**config.mk**
```make
export PLATFORM = sky130hd
export DESIGN_NAME = ublf_sub_pipe
export DESIGN_NICKNAME = d
export VERILOG_FILES = /design/src/rtl/ublf_pkg.sv /design/src/rtl/ublf_prefix_levels.sv /design/src/rtl/ublf_sub_pipe.sv
export SDC_FILE = /design/constraint.sdc
export NUM_CORES = 1
export LEC_CHECK = 0
export BUFFER_PORTS_ARGS = -buffer_cell sky130_fd_sc_hd__buf_4
export CELL_PAD_IN_SITES_DETAIL_PLACEMENT = 0
export CELL_PAD_IN_SITES_GLOBAL_PLACEMENT = 1
export CORE_MARGIN = 2
export CORE_UTILIZATION = 41
export DETAILED_ROUTE_END_ITERATION = 8
export PLACE_DENSITY_LB_ADDON = 0.1
export SLEW_MARGIN = 20
export SYNTH_ARGS = -nofsm -noshare
export SYNTH_HDL_FRONTEND = slang
export SYNTH_HIERARCHICAL = 1
export SYNTH_SLANG_ARGS = --single-unit
export TNS_END_PERCENT = 10
```
**constraint.sdc**
```tcl
create_clock -name clk -period 2 [get_ports clk]
set_input_delay 0.1 -clock clk [delete_from_list [all_inputs] [get_ports clk]]
set_output_delay 0.1 -clock clk [all_outputs]
set_load 0.01 [all_outputs]
```
**src/rtl/ublf_pkg.sv**
```systemverilog
// Shared helpers for the Ladner-Fischer subtractor pipeline.
// Prefix operator, level count and combine-source index.
package ublf_pkg;

   typedef struct packed {
      logic bout;
      logic zero;
      logic ovf;
   } flags_t;

   function automatic logic [1:0] carry_op(
      input logic gi1,
      input logic pi1,
      input logic gi2,
      input logic pi2
   );
      return {gi1 | (pi1 & gi2), pi1 & pi2};
   endfunction

   function automatic int levels(input int w);
      int n;
      n = 0;
      while ((1 << n) < w) n = n + 1;
      return n;
   endfunction

   function automatic bit is_pow2(input int w);
      return (w > 0) && ((w & (w - 1)) == 0);
   endfunction

   // Highest bit of the group just below the block bit i belongs to at level k
   function automatic int lf_partner(input int i, input int k);
      return ((i >> (k - 1)) << (k - 1)) - 1;
   endfunction

endpackage

```
**src/rtl/ublf_prefix_levels.sv**
```systemverilog
// Combinational Ladner-Fischer prefix levels FIRST..LAST.
// Each bit with bit k-1 of its index set merges with the group below its block.
module ublf_prefix_levels
   import ublf_pkg::*;
#(
   parameter int WIDTH = 16,
   parameter int FIRST = 1,
   parameter int LAST  = 2
) (
   input  logic [WIDTH-1:0] g_in,
   input  logic [WIDTH-1:0] p_in,
   output logic [WIDTH-1:0] g_out,
   output logic [WIDTH-1:0] p_out
);

   logic [LAST:FIRST-1][WIDTH-1:0] g_l;
   logic [LAST:FIRST-1][WIDTH-1:0] p_l;

   assign g_l[FIRST-1] = g_in;
   assign p_l[FIRST-1] = p_in;

   for (genvar k = FIRST; k <= LAST; k++) begin : g_lvl
      for (genvar i = 0; i < WIDTH; i++) begin : g_bit
         if (((i >> (k - 1)) & 1) == 1) begin : g_op
            localparam int J = lf_partner(i, k);
            assign {g_l[k][i], p_l[k][i]} = carry_op(
               g_l[k-1][i], p_l[k-1][i],
               g_l[k-1][J], p_l[k-1][J]);
         end else begin : g_pass
            assign g_l[k][i] = g_l[k-1][i];
            assign p_l[k][i] = p_l[k-1][i];
         end
      end
   end

   assign g_out = g_l[LAST];
   assign p_out = p_l[LAST];

endmodule

```
**src/rtl/ublf_sub_pipe.sv**
```systemverilog
// Two-stage pipelined subtractor x - y - bin with borrow-out and flags.
// Prefix network is split around the stage-1 register at level SPLIT.
module ublf_sub_pipe
   import ublf_pkg::*;
#(
   parameter int WIDTH = 16,
   parameter int SPLIT = 2
) (
   input  logic             clk,
   input  logic             rst_n,
   input  logic             in_valid,
   output logic             in_ready,
   input  logic [WIDTH-1:0] x,
   input  logic [WIDTH-1:0] y,
   input  logic             bin,
   output logic             out_valid,
   input  logic             out_ready,
   output logic [WIDTH-1:0] d,
   output logic             bout,
   output logic             zero,
   output logic             ovf
);

   localparam int LV = levels(WIDTH);

   if (!is_pow2(WIDTH) || WIDTH < 4) begin : g_bad_width
      $error("WIDTH must be a power of two and at least 4");
   end
   if (SPLIT < 1 || SPLIT > LV - 1) begin : g_bad_split
      $error("SPLIT must lie in 1 .. log2(WIDTH)-1");
   end

   logic [WIDTH-1:0] g0, p0, g_a, p_a, g_b, p_b;
   logic [WIDTH-1:0] s1_g, s1_p, s1_p0;
   logic             s1_valid, s1_cin, s1_xm, s1_ym;
   logic [WIDTH:0]   c;
   logic [WIDTH-1:0] d_n;
   flags_t           fl_n, fl;
   logic             adv1, adv2;

   // Subtraction as x + ~y + ~bin
   assign g0 = x & ~y;
   assign p0 = x ^ ~y;

   ublf_prefix_levels #(.WIDTH(WIDTH), .FIRST(1), .LAST(SPLIT)) u_pre (
      .g_in (g0),
      .p_in (p0),
      .g_out(g_a),
      .p_out(p_a)
   );

   assign adv2     = !out_valid || out_ready;
   assign adv1     = !s1_valid || adv2;
   assign in_ready = adv1;

   always_ff @(posedge clk or negedge rst_n) begin
      if (!rst_n) begin
         s1_valid <= 1'b0;
         s1_g     <= '0;
         s1_p     <= '0;
         s1_p0    <= '0;
         s1_cin   <= 1'b0;
         s1_xm    <= 1'b0;
         s1_ym    <= 1'b0;
      end else if (adv1) begin
         s1_valid <= in_valid;
         if (in_valid) begin
            s1_g   <= g_a;
            s1_p   <= p_a;
            s1_p0  <= p0;
            s1_cin <= ~bin;
            s1_xm  <= x[WIDTH-1];
            s1_ym  <= y[WIDTH-1];
         end
      end
   end

   ublf_prefix_levels #(.WIDTH(WIDTH), .FIRST(SPLIT + 1), .LAST(LV)) u_post (
      .g_in (s1_g),
      .p_in (s1_p),
      .g_out(g_b),
      .p_out(p_b)
   );

   assign c         = {g_b | (p_b & {WIDTH{s1_cin}}), s1_cin};
   assign d_n       = s1_p0 ^ c[WIDTH-1:0];
   assign fl_n.bout = ~c[WIDTH];
   assign fl_n.zero = ~|d_n;
   assign fl_n.ovf  = (s1_xm != s1_ym) && (d_n[WIDTH-1] != s1_xm);

   always_ff @(posedge clk or negedge rst_n) begin
      if (!rst_n) begin
         out_valid <= 1'b0;
         d         <= '0;
         fl        <= '0;
      end else if (adv2) begin
         out_valid <= s1_valid;
         if (s1_valid) begin
            d  <= d_n;
            fl <= fl_n;
         end
      end
   end

   assign bout = fl.bout;
   assign zero = fl.zero;
   assign ovf  = fl.ovf;

endmodule

```
==> impl_metrics.toml, run 1 <==
[setup_path]
cp_slowest_cell = "or4_4"
crit_arrival_ns = 2.24
rr_endpoint = "zero"
worstPathMaxFanout = 3
worstPathRequired_ns = 2.24
slowest_delay_ns = 0.53
rr_worst_depth = 7
critical_path_class = "reg2reg"
r2r-start = "s1_p[7]"
worstPathCellList = "a21oi_4 > buf_6 > o21ai_2 > a21oi_2 > xnor2_2 > or4_4 > o41ai_4"
endpoint_kind = "register"
cp-start-kind = "register"
r2r_slack_ns = -0.007

[worst_hold_path]
hold_class = "in2reg"
hold_depth = 3
timing.hold.worst.start = "y[15]"
hold_end = "s1_ym"

[synthesis]
synth_top_flop_cell = "dfrtp_1"
synth_edf_count = 0
synthTopCellsByCount = "72 x dfrtp_1, 60 x mux2_2, 17 x a21o_1, 17 x inv_1"
syn_area_per_cell_um2 = 11.95
yosys.area.top_type = "dfrtp_1"
synth_compound_area_share_pct = 10.77
synthArstFlopShare_pct = 100.0
synth_cell_type_count = 33
ys_seq_area_share_pct = 47.87
synth_top_area_share_pct = 47.87
synth_xor_area_share_pct = 3.723
syn_inst = 315
synthAdderAreaFrac_pct = 5.319
yosysWarnings = 6
syn-num-nets = 368
ys_ff_latch = 72
synthMuxAreaShare_pct = 18.22
synth_simple_gate_area_share_pct = 7.680
synth_area_leaders = "dfrtp_1 48%, mux2_2 18%, ha_1 5.3%, a21o_1 3.4%, buf_4 3.2%"
yosysMostFrequentCell = "dfrtp_1"
synth.cell_area_um2 = 3764
synth_top_family_by_area = "multiplexers"

[power]
peakVddDrop_uv = 436.6
power.density_nw_per_um2 = 1006
p_leak_uw = 0.002324

[place]
hpwl_mm = 5.388
place.gp.congestion = 0.7490
port_buffers = 57
place_area_um2 = 4298
pre_cts_slack_ns = -0.06766

[sta]
worstMarginPinSlew_ns = 0.3847
relSlewSlack_pct = 74.35
fmax_mhz = 498.2
fin_crit_sh_pct = 100.4
fin_ws_ns = -0.007361
finClkSkew_ns = 0.007921
rsz0062_at_grt = "true"
finalHoldViolCount = 0
min_period_ns = 2.007
setup_violations = 1
slew_viol_final = 0

[route]
drtPass1Iterations = 4
drt-vias-per-instance = 5.012
routed_wl_mm = 7.608
first_iter_violations = 66
drc_errors = 0
ant_nets = 0
post_drt_wl_per_cell_um = 15.40
vias = 2476

[cts]
cts.clk_slew.worst_paths_ns = 0.08
clock_latency_ns = 0.34
clockBufferDepth = 2
cts_root_buf = "clkbuf_8"
cts_buffers = 9
cts_tree = "done"
htreeDepth = 3
clock_sinks = 72

[cells_and_area]
post-route-util_pct = 52.80
area_delta_synth_final_pct = 23.54
fin_area_um2 = 4649
layout.nets = 434
antenna_cells = 0
nFillCells = 802
drive_gt1_share_pct = 47.41

[die]
ioPinCount = 58
die-area_um2 = 9962
rows = 34
coreArea_um2 = 8806
fp.dieH_um = 99.81
initial_core_util_pct = 42.74
die_w_um = 99.81

[global_routing]
grt_pass1_wl_mm = 12.82
gr-usage-all-layers_pct = 16.27
grt_pass1_vias = 2603
antenna_found_initial = 0
grt_overflow_total = 0
grt_max_degree = 73

[job]
maxCapViolCount = 0

[run_status]
status = "finished, violations left"
violations = "negative setup slack"
## metrics by stage
stage / hold WS, ns / total power [µW] / instances / TNS, ns
2_1_floorplan: -0.1956 / 2846 / 315 / 0
3_5_place_dp: 0.1452 / 3436 / 469 / -0.06766
4_1_cts: 0.04126 / 4644 / 491 / -0.02811
6_report: 0.04960 / 4678 / 494 / -0.007361
5_1_grt: 0.06263 / 4962 / 494 / -0.07849
3_3_place_gp: 0.1447 / 3413 / 469 / -0.008313
## kinds of logic (layout without fill, tap and decap cells)
| family | after synthesis | after routing |
|---|---|---|
| AOI/OAI and AO/OA | 58 | 58 |
| DFF | 72 | 72 |
| and+or+nand+nor | 49 | 49 |
| muxes | 61 | 61 |
| buffers and inverters | 43 | 114 |
| adders and majority gates | 16 | 16 |
| xor gates and xnor gates | 16 | 16 |
## state kept, by name, indices dropped and copies added, names as in the netlist
name,count
bout,1
d,16
out_valid,1
ovf,1
s1_cin,1
s1_g,16
s1_p,16
s1_p0,16
s1_valid,1
s1_xm,1
s1_ym,1
zero,1
## report_power, final
group / switching, µW / internal, µW
registers: 225 / 1790
logic: 633 / 852
clock network: 531 / 642
total: 1390 / 3290
## how the worst max path moves through the flow
stage	from	end	slack, ns	cells after the start
4_1_cts	s1_g[3]	zero	-0.03	7
6_report	s1_p[7]	zero	-0.007	7
3_3_place_gp	s1_p[7]	zero	-0.008	7
3_5_place_dp	s1_p[7]	zero	-0.07	7
2_1_floorplan	s1_p[11]	zero	0.10	6
5_1_grt	s1_p[7]	zero	-0.08	7
## area by class of cell
class	instances	area, µm²	area share, %
sequential	72	1802	38.75
multi-input combinational	200	1794	38.59
timing repair buffer	80	651.9	14.02
clock buffer	13	158.9	3.418
tap	108	135.1	2.906
inverter	18	67.56	1.453
clock inverter	3	40.04	0.8611
## placed cells by master, fill, tap and decap left out, types with 2 or more instances in the layout
master,n
xor2_1,4
a21oi_2,8
a31o_1,4
ha_1,16
a21oi_4,2
and2_2,4
and3_2,6
nand2b_1,3
nand2_1,13
dlygate4sd3_1,4
xnor2_2,3
o21ai_1,2
clkbuf_8,11
clkinv_2,2
buf_4,72
dfrtp_1,72
a21o_2,3
clkbuf_1,2
mux2_2,60
a21oi_1,10
a21o_1,17
inv_1,17
xnor2_1,9
o21ai_0,8
nor2b_1,2
and2_1,12
buf_12,3
or4_4,2
## repair_timing
item / in CTS / in global routing
hold buffers: 4 / 0
endpoints found under the hold margin: 75 / 0
gates resized for setup: 2 / 15
setup buffers: 2 / 3
setup endpoints to repair: 1 / 1
pin swaps: 5 / 12
## critical path, delay by kind of cell (launching register included)
family                 cells  cell delay (ns)
AO/OA/AOI/OAI              4             0.73
AND/OR/NAND/NOR            1             0.53
flip-flops                 1             0.43
buffers and inverters      1             0.14
XOR/XNOR                   1             0.10
## layer usage
layer  vias to the layer above  global-route usage, %  routed length [µm]
li1                       1210                      -                   -
met1                      1220                  22.67                3718
met2                        36                  25.57                3564
met3                        10                  3.134                 229
met4                         0                  5.690                  97
met5                         -                      0                   0
Power figures use the tool's default switching activity.
==> inputs of run 2 (changes only) <==
==> constraint.sdc (replaced) <==
create_clock -name clk -period 2 [get_ports clk]
set_input_delay 0.3 -clock clk [delete_from_list [all_inputs] [get_ports clk]]
set_output_delay 0.3 -clock clk [all_outputs]
set_load 0.01 [all_outputs]
==> run 2 against run 1 <==
Utilization decreased by 1.6 points. Sequential power about the same. Cell count decreased by 1.6%. The flow now finishes without violations. Critical endpoint unchanged. Non-clock buffer count decreased by 8. Global-route usage increased by 0.28 points. Routed wire length decreased by 2.1%. Via count decreased by 2.6%. Count of clock-buffer cells in the layout decreased by 1. Hold slack improved by 0.11 ns. Fmax increased by 2.6%.
==> impl_metrics.toml, run 2 (same netlist as run 1, synthesis figures left out) <==
[power]
p_leak_uw = 0.002227
power.density_nw_per_um2 = 993.7
p_int_uw = 3145
switchingPower_uw = 1333
p_clk_share_pct = 24.4
peakVddDrop_uv = 387.3
p_total_uw = 4478
switching_share_pct = 29.77
p_comb_share_pct = 30.5
sequentialPowerShare_pct = 45.1

[cells_and_area]
layout.nets = 426
multi_input_area_um2 = 1742
fin_area_um2 = 4507
layout.cells.non_filler = 486
nFillCells = 805
final_cell_mix = "72 x dfrtp_1, 68 x buf_4, 60 x mux2_2, 17 x inv_1, 17 x a21o_1"
post-route-util_pct = 51.18
antenna_cells = 0
seqCellArea_um2 = 1802
layout.cells.most_common = "dfrtp_1"
area_delta_synth_final_pct = 19.75
drive_gt1_share_pct = 44.71

[global_routing]
grt_pass1_vias = 2527
gr-usage-all-layers_pct = 16.56
grt_pass1_wl_mm = 12.79
grt_max_degree = 44
antenna_found_initial = 0
grt_overflow_total = 0

[cts]
cts_root_buf = "clkbuf_8"
cts.clk_slew.worst_paths_ns = 0.07
cts_setup_buffers = 0
cts_buffers = 9
clockBufferDepth = 2
clock_sinks = 72
cts_tree = "done"
clock_latency_ns = 0.34
htreeDepth = 3

[place]
hpwl_mm = 5.467
dp_cells = 469
place_area_um2 = 4298
place.gp.congestion = 0.7533
port_buffers = 57

[die]
initial_core_util_pct = 42.74
die-area_um2 = 9962
die_w_um = 99.81
fp.dieH_um = 99.81
rows = 34
ioPinCount = 58
coreArea_um2 = 8806

[run_status]
status = "complete, no violations"

[job]
maxCapViolCount = 0

[sta]
finalHoldViolCount = 0
relSlewSlack_pct = 72.81
setup_violations = 0
rsz0062_at_grt = "true"
fmax_mhz = 510.9
min_period_ns = 1.957
fin_setup_tns_ns = 0
slew_viol_final = 0
fin_crit_sh_pct = 97.86
finClkSkew_ns = 0.006404
worstMarginPinSlew_ns = 0.4078

[setup_path]
cp-start-kind = "register"
crit_arrival_ns = 2.20
worstPathRequired_ns = 2.25
endpoint_kind = "register"
worstPathMaxFanout = 5
critical_path_class = "reg2reg"

[route]
post_drt_wl_per_cell_um = 15.32
vias = 2412
first_iter_violations = 69
drtPass1Iterations = 4
ant_nets = 0
routed_wl_mm = 7.447
drc_errors = 0
drt-vias-per-instance = 4.963

[worst_hold_path]
hold_class = "in2reg"
==> run 2: worst paths after layout <==
path	startpoint	endpoint	slack, ns	depth (start not counted)
setup / recovery	s1_p[7]	zero	0.04	6
hold / removal	bin	s1_cin	0.15	2
setup reg to reg	s1_p[7]	zero	0.04	6
hold reg to reg	ovf	ovf	0.49	2
max in group asynchronous	rst_n	s1_p0[15]	1.01	3
min in group asynchronous	rst_n	s1_p[1]	0.43	2
==> run 2: per-stage QoR <==
stage	hold slack [ns]	setup WS (ns)
after floorplan	0.004409	0.1011
after global placement	0.2690	-0.004879
after detailed placement	0.2639	-0.009262
after CTS	0.1350	0.005225
after global routing	0.1470	-0.04534
final	0.1550	0.04284
==> run 2: timing repair <==
action / 4_1_cts / 5_1_grt
pin swaps: 0 / 1
hold endpoints to repair: 29 / 0
resized for setup: 2 / 2
hold buffers: 1 / 0
endpoints found under the setup margin: 1 / 1
==> run 2: cell type report <==
| cell class | instances | area share [%] |
|---|---|---|
| flip-flops and latches | 72 | 39.98 |
| multi-input cells | 200 | 38.65 |
| repair buffers | 72 | 12.88 |
| clock buffers | 12 | 2.998 |
| well taps | 108 | 2.998 |
| inverters | 18 | 1.499 |
| clock inverters | 4 | 0.9994 |
==> run 2: power groups by stage <==
stage	logic [µW]	clock network [µW]	registers (µW)
after global placement	1370	0	2040
after detailed placement	1380	0	2050
after global routing	1510	1200	2070
after CTS	1390	1140	2020
final	1370	1090	2020
after floorplan	778	0	2070
==> run 2: routing by layer <==
metal	global-route usage (%)	vias to the layer above	part of all wire (%)
li1	-	1201	-
met1	22.76	1163	49
met2	25.52	39	46
met3	3.969	9	3.5
met4	6.322	0	1.3
met5	0	-	0
==> run 2: worst max-delay path, cell delays in order, from the launching register on <==
cell and delay [ns]:
dfrtp_1 0.42, and3_4 0.21, and2_1 0.15, a21oi_1 0.16, xnor2_1 0.10, or4_1 0.53
o41ai_2 0.28
==> inputs of run 3 (changes only) <==
--- a/config.mk
+++ b/config.mk
@@ -9,7 +9,7 @@
 export CELL_PAD_IN_SITES_DETAIL_PLACEMENT = 0
 export CELL_PAD_IN_SITES_GLOBAL_PLACEMENT = 1
 export CORE_MARGIN = 2
-export CORE_UTILIZATION = 41
+export CORE_UTILIZATION = 30
 export DETAILED_ROUTE_END_ITERATION = 8
 export PLACE_DENSITY_LB_ADDON = 0.1
 export SLEW_MARGIN = 20
==> run 3 against run 2 <==
The flow now finishes with violations (negative setup slack). Die area increased by 35%. Global-route usage decreased by 3.4 points. Sequential share of layout area decreased by 1.9 points. Worst setup slack got worse by 0.069 ns. Routed wire length increased by 8.2%. First-iteration DRC count decreased by 4.3%. Fmax decreased by 3.4%. Cell count increased by 13%. Count of clock-buffer cells in the layout increased by 4. Sequential power about the same. Critical path type unchanged.
==> impl_metrics.toml, run 3 (same netlist as run 1, synthesis figures left out) <==
[global_routing]
antenna_found_initial = 0
grt_pass1_wl_mm = 13.25
grt_max_degree = 54
gr-usage-all-layers_pct = 13.19
grt_pass1_vias = 2519
grt_overflow_total = 0

[die]
die_w_um = 116.0
fp.dieH_um = 116.0
ioPinCount = 58
die-area_um2 = 13460
rows = 40
coreArea_um2 = 12110
initial_core_util_pct = 31.07

[cells_and_area]
final_cell_mix = "72 x dfrtp_1, 70 x buf_4, 60 x mux2_2, 17 x inv_1, 17 x a21o_1"
area_delta_synth_final_pct = 25.83
layout.cells.most_common = "dfrtp_1"
layout.nets = 429
drive_gt1_share_pct = 46.72
layout.cells.non_filler = 549
antenna_cells = 0

[sta]
finClkSkew_ns = 0.003681
fin_setup_tns_ns = -0.02615
relSlewSlack_pct = 74.00
finalHoldViolCount = 0
slew_viol_final = 0
fin_ws_ns = -0.02615
fin_crit_sh_pct = 101.3
fmax_mhz = 493.5
rsz0062_at_grt = "true"
min_period_ns = 2.026
setup_violations = 1
worstMarginPinSlew_ns = 0.3901

[route]
vias = 2448
drc_errors = 0
ant_nets = 0
drtPass1Iterations = 4
post_drt_wl_per_cell_um = 14.67
routed_wl_mm = 8.056
first_iter_violations = 66
drt-vias-per-instance = 4.459

[worst_hold_path]
timing.hold.worst.start = "bin"
hold_depth = 2
hold_class = "in2reg"
hold_end = "s1_cin"

[power]
p_int_uw = 3523
switching_share_pct = 28.78
p_comb_share_pct = 29.9
power.density_nw_per_um2 = 1045
peakVddDrop_uv = 433.7
sequentialPowerShare_pct = 40.9
switchingPower_uw = 1424
p_clk_share_pct = 29.2
p_total_uw = 4947
p_leak_uw = 0.002300

[setup_path]
endpoint_kind = "register"
worstPathRequired_ns = 2.24
cp_slowest_cell = "or4_4"
cp_common_cell = "a21oi_2"
rr_worst_depth = 7
r2r_slack_ns = -0.03
rr_endpoint = "zero"
worstPathMaxFanout = 5
worstPathCellList = "a21oi_2 > inv_2 > a21o_1 > a21oi_2 > xnor2_2 > or4_4 > o41ai_2"
crit_family = "compound AO/OA/AOI/OAI gates"
r2r-start = "s1_p[7]"
cp-start-kind = "register"
slowest_delay_ns = 0.55
crit_arrival_ns = 2.26
path_buf_inv = 1
critical_path_class = "reg2reg"

[cts]
clock_latency_ns = 0.34
cts_buffers = 9
htreeDepth = 3
clockBufferDepth = 2
cts.clk_slew.worst_paths_ns = 0.05
cts_tree = "done"
cts_root_buf = "clkbuf_16"
clock_sinks = 72

[place]
port_buffers = 57
dp_cells = 528
place.gp.congestion = 0.6753
hpwl_mm = 5.769

[run_status]
violations = "negative setup slack"
status = "finished, violations left"

[job]
maxCapViolCount = 0
-- run 3: cell types whose count changed in the layout (fill, tap and decap cells not counted), moves of 3 or more --
cell and change:
a21oi_2 +3, clkbuf_1 +3, clkbuf_16 +9, clkbuf_8 -8, clkinv_2 -3, xnor2_1 -3
xnor2_2 +3
-- run 3: repair_timing --
action,in CTS,in global routing
setup endpoints to repair,1,2
gates resized for setup,1,12
pin swaps,1,8
hold endpoints to repair,27,0
buffers inserted,0,4
hold buffers,1,0
gates cloned,0,0
-- run 3: cell type report --
class,instances,area (µm²)
fillers,1249,7376
clock buffers,16,261.5
inverters,18,67.56
flip-flops and latches,72,1802
well taps,168,210.2
repair buffers,75,615.6
multi-input cells,200,1779
-- run 3: metal layers --
layer / up-vias / part of all wire [%] / global-route usage, %
li1: 1209 / - / -
met3: 13 / 3.4 / 3.033
met1: 1184 / 49 / 17.80
met2: 42 / 45 / 19.88
met5: - / 0 / 0
met4: 0 / 2.4 / 6.667
-- run 3: how the worst max path moves through the flow --
stage,startpoint,end,slack [ns],depth (start not counted)
after floorplan,s1_p[11],zero,0.10,6
after global placement,s1_p[7],zero,0.04,7
after detailed placement,s1_p[7],zero,-0.002,7
after CTS,s1_p[7],zero,0.006,6
after global routing,s1_p[7],zero,-0.12,7
final,s1_p[7],zero,-0.03,7
-- run 3: power by group through the flow --
stage	logic [µW]	registers, µW	clock network [µW]
final	1480	2020	1450
after global routing	1630	2070	1560
after CTS	1440	2020	1500
after detailed placement	1430	2050	0
after global placement	1420	2040	0
after floorplan	778	2070	0
-- run 3: through the flow --
stage               worst slack, ns  hold slack (ns)  cell area, µm²  utilization, %
floorplan                    0.1011         0.004409            3764               -
global placement            0.04327           0.2647            4378           36.15
detailed placement        -0.002291           0.2623            4378           36.15
CTS                        0.006010           0.1469            4653           38.42
global route                -0.1248           0.1741            4736           39.10
finish                     -0.02615           0.1539            4736           39.10
